## config.mk

```make
export PLATFORM = sky130hd
export DESIGN_NAME = andgate_rr_arbiter
export DESIGN_NICKNAME = d
export VERILOG_FILES = /design/src/rtl/andgate_rr_arbiter.sv
export SDC_FILE = /design/constraint.sdc
export NUM_CORES = 1
export LEC_CHECK = 0
export CAP_MARGIN = 20
export CORE_MARGIN = 1.5
export CORE_UTILIZATION = 32
export CTS_CLUSTER_SIZE = 25
export DETAILED_ROUTE_END_ITERATION = 8
export PLACE_DENSITY = 0.81
export SLEW_MARGIN = 20
export SYNTH_ARGS = -nofsm -noshare
export SYNTH_HDL_FRONTEND = slang
export SYNTH_SLANG_ARGS = --single-unit
```

## constraint.sdc

```tcl
create_clock -name IN_clk -period 4.5 [get_ports IN_clk]
set_input_delay 1.35 -clock IN_clk [delete_from_list [all_inputs] [get_ports IN_clk]]
set_output_delay 1.35 -clock IN_clk [all_outputs]
set_load 0.01 [all_outputs]
```

## src/rtl/andgate_rr_arbiter.sv

```systemverilog
// andgate_rr_arbiter
// Round-robin arbiter that lets NREQ requesters share one WIDTH-bit bitwise
// AND unit. At most one requester is accepted per cycle. Its a & b result is
// captured in a single-entry output register, which drains through a
// valid/ready handshake tagged with the requester index.
//
// Ports
//   IN_clk         clock, rising edge
//   IN_rst         synchronous active-high reset
//   IN_req_valid   [NREQ]        per-requester operand valid
//   IN_req_a       [NREQ*WIDTH]  operand a, requester i at [i*WIDTH +: WIDTH]
//   IN_req_b       [NREQ*WIDTH]  operand b, requester i at [i*WIDTH +: WIDTH]
//   OUT_req_ready  [NREQ]        one-hot accept (combinational), or zero
//   OUT_res_valid  result register holds a result
//   OUT_res_x      [WIDTH]       registered a & b of the accepted request
//   OUT_res_id     [IDW]         index of the requester that produced OUT_res_x
//   IN_res_ready   consumer takes the result this cycle
module andgate_rr_arbiter #(
  parameter  int WIDTH = 8,
  parameter  int NREQ  = 4,
  localparam int IDW   = (NREQ > 1) ? $clog2(NREQ) : 1
) (
  input  logic                  IN_clk,
  input  logic                  IN_rst,
  input  logic [NREQ-1:0]       IN_req_valid,
  input  logic [NREQ*WIDTH-1:0] IN_req_a,
  input  logic [NREQ*WIDTH-1:0] IN_req_b,
  output logic [NREQ-1:0]       OUT_req_ready,
  output logic                  OUT_res_valid,
  output logic [WIDTH-1:0]      OUT_res_x,
  output logic [IDW-1:0]        OUT_res_id,
  input  logic                  IN_res_ready
);

  logic [IDW-1:0]   ptr;
  logic             vld_p1;
  logic [WIDTH-1:0] res_x_p1;
  logic [IDW-1:0]   res_id_p1;

  logic             can_accept;
  logic             gnt_any;
  logic [IDW-1:0]   gnt_id;
  logic [NREQ-1:0]  gnt_onehot;
  logic [IDW-1:0]   ptr_next;
  logic [WIDTH-1:0] a_sel;
  logic [WIDTH-1:0] b_sel;

  // Operand lane of one requester out of the packed bus.
  function automatic logic [WIDTH-1:0] lane(input logic [NREQ*WIDTH-1:0] bus,
                                            input logic [IDW-1:0] idx);
    return bus[int'(idx)*WIDTH +: WIDTH];
  endfunction

  // Index following idx, wrapping at NREQ (NREQ need not be a power of two).
  function automatic logic [IDW-1:0] wrap_inc(input logic [IDW-1:0] idx);
    if (int'(idx) == NREQ - 1) return '0;
    return idx + IDW'(1);
  endfunction

  assign can_accept = !vld_p1 || IN_res_ready;

  // Stage 0: rotating priority search starting at ptr. Reset suppresses any
  // grant so nothing is accepted while the block is being cleared.
  always_comb begin
    int idx;
    gnt_any    = 1'b0;
    gnt_id     = '0;
    gnt_onehot = '0;
    idx        = 0;
    if (!IN_rst && can_accept) begin
      for (int k = 0; k < NREQ; k++) begin
        idx = (int'(ptr) + k) % NREQ;
        if (!gnt_any && IN_req_valid[idx]) begin
          gnt_any = 1'b1;
          gnt_id  = IDW'(idx);
        end
      end
    end
    if (gnt_any) gnt_onehot[gnt_id] = 1'b1;
  end

  assign OUT_req_ready = gnt_onehot;
  assign ptr_next      = wrap_inc(gnt_id);
  assign a_sel         = lane(IN_req_a, gnt_id);
  assign b_sel         = lane(IN_req_b, gnt_id);

  // Stage 1: single-entry result register. A grant always reloads it (this
  // covers drain-and-refill in one cycle); a drain with no grant only clears
  // the valid bit so x/id keep their last values.
  always_ff @(posedge IN_clk) begin
    if (IN_rst) begin
      vld_p1    <= 1'b0;
      res_x_p1  <= '0;
      res_id_p1 <= '0;
      ptr       <= '0;
    end else if (gnt_any) begin
      vld_p1    <= 1'b1;
      res_x_p1  <= a_sel & b_sel;
      res_id_p1 <= gnt_id;
      ptr       <= ptr_next;
    end else if (IN_res_ready) begin
      vld_p1    <= 1'b0;
    end
  end

  assign OUT_res_valid = vld_p1;
  assign OUT_res_x     = res_x_p1;
  assign OUT_res_id    = res_id_p1;

endmodule

```

---- Word-level counts from Yosys, hierarchy flattened ----
Index checks and enable logic that the tools add are counted.
Widths: inputs -> output; s select.
operators by class
  order comparisons ....................... 6
  equality and inequality tests ........... 1
  bitwise operators ....................... 4
  multiplexer cells ....................... 32
  reduce and logical (&&, ||, !) cells .... 15
  multiply operators ...................... 0
  add/subtract/negate cells ............... 4
  divide/modulo/power cells ............... 0
  shift-type cells ........................ 2
operators with widths
  kind                 number
  $shiftx 32x6->8      2
  $mux 1               19
  $mux 2               7
  $lt 3x4->1 const B   3
  $and 8x8->8          1
  $bmux 1 s2           4
  $lt 2x3->1 const B   2
  $reduce_or 2->1      3
  $logic_and 1x1->1    5
  $logic_not 1->1      5
  $add 2x1->2 const B  2
  $add 2x2->2 const B  2
  $mux 4               1
  $and 1x1->1 const A  3
  $demux 1 s2          1
  $eq 2x1->1 const B   1
  $ge 2x1->1 const B   1
  $reduce_bool 2->1    1
  $logic_or 1x1->1     1
word-level totals
  memories ................................ 0
  bits in latches ......................... 0
  input bits .............................. 71
  word-level logic and storage cells ...... 68
  register bits ........................... 13
  memory bits (writable) .................. 0
  output and inout port bits .............. 15
  ROM bits ................................ 0

---- Logic depth before layout (Yosys ltp) ----
  word-level depth ........................ 22
  gate-level depth with buffers ........... 9

---- Worst setup path before layout ----
Ideal clock, no wire load.
  path type ............................... input -> output
  start ................................... input port IN_req_valid[0]
  end ..................................... output port OUT_req_ready[1]
  path slack .............................. 0.318 ns
  arrival time ............................ 2.832 ns
  stages .................................. 8
  data required time ...................... 3.150 ns
  cell sequence ........................... or4_1 buf_2 and3_4 buf_6 nand4_1 inv_1 ha_1 and2_1
on the way
  word-level cells in the longest chain between the ends .. 21
ends and longest elaborated chain
  element                                                                line  text
  start: declaration                                                     25    input logic [NREQ-1:0] IN_req_valid,
  $bmux 1 s2                                                             73    if (!gnt_any && IN_req_valid[idx]) begin
  $mux 1 (implied by the code)                                           73
  $mux 1                                                                 73
  $mux 1                                                                 70    if (!IN_rst && can_accept) begin
  $logic_not 1->1                                                        73
  $logic_and 1x1->1                                                      73
  $mux 1                                                                 73
  $mux 1                                                                 70
  [6 not listed]                                                         n/a
  $mux 2 *                                                               73
  $mux 2 *                                                               70
  named net gnt_id[0]                                                    42    logic [IDW-1:0] gnt_id;
  $lt 2x3->1 (implied by the code) / $ge 2x1->1 (equally long branches)  79    if (gnt_any) gnt_onehot[gnt_id] = 1'b1;
  $logic_and 1x1->1 (implied by the code)                                79
  $mux 1 (implied by the code)                                           79
  $demux 1 s2 *                                                          79
  $mux 4 *                                                               79
  end: declaration                                                       28    output logic [NREQ-1:0] OUT_req_ready,
Mark *: on every way through the listed nets, which the timed path passes. The rest lies on a longest branch. The select of a mux whose other input is x is not followed.

---- Worst setup path after layout ----
  start ................................... input port IN_req_valid[1]
  end ..................................... output port OUT_req_ready[1]
The elaborated chain is that of the path after synthesis.

==> out/results.ini <==
[cts]
hold_buffers=0
cts_inserted_buffers=3
clk_path_buf_depth=2
htreeDepth=1
cts_root_buffer=clkbuf_4
clk_latency_ps=280
cts.clk_slew.worst_paths_ps=80
cts_sinks=13
cts_tree=done

[routing]
wl_per_cell_um=13.3
drc=0
drtIter0Drc=34
drt_first_pass_iters=6
ant_nets=0
wl_um=3850
vias=1454
via_per_inst=5.01

[floorplan]
core_um2=3050
io-pin-count=86
die_area_um2=3570
fp-row-count=20
initial_core_util=0.337
die_h_um=59.7
die_x_um=59.7

[status]
status=complete, no violations

[critical_path]
crit_slowest_cell=or4_4
r2r-end=OUT_res_x[3]$_SDFFE_PP0P_
cp-start-kind=input pin
worst_path_dominant_cell_family=simple AND/OR/NAND/NOR gates
rr_worst_depth=6
path_cells=dlygate4sd2_1, or4_4, and3_4, nand4_1, buf_4, inv_1, ha_1, and2_1, buf_2
path_class=in2out
worstPathMaxFanout=3
end_kind=primary output
slowest_delay_ps=530
ff2ff_setup_slack_ps=2450
arrival_ps=3070
r2r_start=ptr[1]$_SDFFE_PP0P_
path_buf_inv=4
crit_required_ps=3150
crit_start=IN_req_valid[1]

[cells_and_area]
regArea_um2=260
fillers=267
multi_input_area_um2=742
layout_common_cells=clkdlybuf4s50_1, buf_4, nand2_1, dfxtp_1, a21oi_1
final_common_cell=clkdlybuf4s50_1
layout-drive-gt1-share=0.159
fin_nets=322
layout.cells.non_filler=290
final_cell_area_um2=2110
diodes=0
area_growth_pct=105

[global_routing]
grt_pass1_wl_um=6100
overflow=0
grtUsageTotal=0.225
grt_pass1_vias=1413
antenna_found_initial=0
grt_max_degree=14

[timing]
timing_hold_violations_final=0
setup_viol=0
fin_worst_skew_ps=5.23
fin_crit_sh=0.982
hold_slack_ps=455
fmax_mhz=226
rsz0062_at_grt=no
tightestPinTransition_ps=724
final_max_slew_viol_count=0
max_slew_margin=0.511
min_period_ps=4420

[run]
drv_cap=0

[synthesis]
async_reset_ff_frac=0
syn_inst=136
synth_area_leaders=dfxtp_1, nand2_1, a21oi_1
synth_fp_nets=211
synth-edff-count=0
synth-seq-cells=13
yosys.area.top_type_share=0.253
yosysUniqueCellTypes=37
seq_area_frac_synth=0.253
yosys.area.top_type=dfxtp_1
syn_avg_cell_area_um2=7.57
yosys_warnings=0
synth_ff_type=dfxtp_1
syn-cell-area_um2=1030

[min_path]
hold_path_class=reg2reg
min_to=OUT_res_id[1]$_SDFFE_PP0P_
min_path_cells=2
min_from=OUT_res_id[1]$_SDFFE_PP0P_

[power_and_ir_drop]
p_leak_nw=0.868
cellPowerDensity_nw_per_um2=215
vdd_drop_max_mv=0.115

[placed_design]
dp.cells=282
gp_congestion=0.880
placed_area_um2=2060
hpwl_um=3090
port_buffers=85

-- kinds of logic (layout without fill, tap and decap cells) --
group / after synthesis / in the layout / synth area share
adder cells (fa/ha/maj): 4 / 4 / 0.0486
multiplexers: 4 / 4 / 0.0389
AND/OR/NAND/NOR: 65 / 65 / 0.338
buffers and inverters: 7 / 117 / 0.0389
flip-flops: 13 / 13 / 0.253
AO/OA/AOI/OAI: 43 / 43 / 0.283
-- repair_timing --
item | 4_1_cts | 5_1_grt
setup buffers | 4 | 0
pin swaps | 2 | 3
setup endpoints to repair | 4 | 4
gates resized for setup | 17 | 5
-- how the worst max path moves through the flow --
| stage | slack (ps) | to | cells past startpoint |
|---|---|---|---|
| 2_1_floorplan | 320 | OUT_req_ready[1] | 8 |
| 3_3_place_gp | -350 | OUT_req_ready[1] | 8 |
| 3_5_place_dp | -390 | OUT_req_ready[1] | 8 |
| 4_1_cts | 8 | OUT_req_ready[0] | 9 |
| 5_1_grt | 2 | OUT_req_ready[3] | 9 |
| 6_report | 80 | OUT_req_ready[1] | 9 |
-- routing by layer --
metal  track usage  share of wire  vias up
met2         0.373           0.46       68
met5             0              0        -
met1         0.286           0.44      644
met4        0.0857          0.011        0
li1              -              -      738
met3        0.0455          0.083        4
-- per-stage QoR --
| stage | worst slack (ps) | util | TNS, ps | power (mW) |
|---|---|---|---|---|
| after floorplan | 318 | - | 0 | 0.238 |
| after global placement | -346 | 0.676 | -1280 | 0.371 |
| after detailed placement | -387 | 0.676 | -1420 | 0.374 |
| after CTS | 8.26 | 0.693 | 0 | 0.455 |
| after global routing | 1.73 | 0.692 | 0 | 0.486 |
| final | 78.8 | 0.692 | 0 | 0.454 |
-- synthesized netlist by cell type (all sizes together), types with 5 or more instances --
cell   count
nand3      6
nand2     22
and3       5
nand4      5
o21ai      7
dfxtp     13
a21oi     11
and2       8
-- area by class of cell --
| type | instances | share of cell area |
|---|---|---|
| Timing Repair Buffer | 110 | 0.482 |
| Clock buffer | 4 | 0.0124 |
| Tap cell | 44 | 0.0261 |
| Inverter | 3 | 0.00533 |
| Multi-Input combinational cell | 116 | 0.351 |
| Sequential cell | 13 | 0.123 |
-- report_power, final --
group          internal (mW)  total, mW  switching (mW)
clock                 0.0345     0.0762          0.0417
sequential             0.132      0.145          0.0128
combinational          0.140      0.233          0.0932
total                  0.307      0.454           0.148
-- state kept, by name, indices dropped and copies added (netlist names) --
name           cells
OUT_res_id         2
OUT_res_valid      1
OUT_res_x          8
ptr                2
-- worst min-delay path, stage by stage (launching register included) --
cell	delay [ps]
dfxtp_1	320
nand2_1	60
nand2_1	40
No activity file was read; power rests on OpenSTA's default activity.
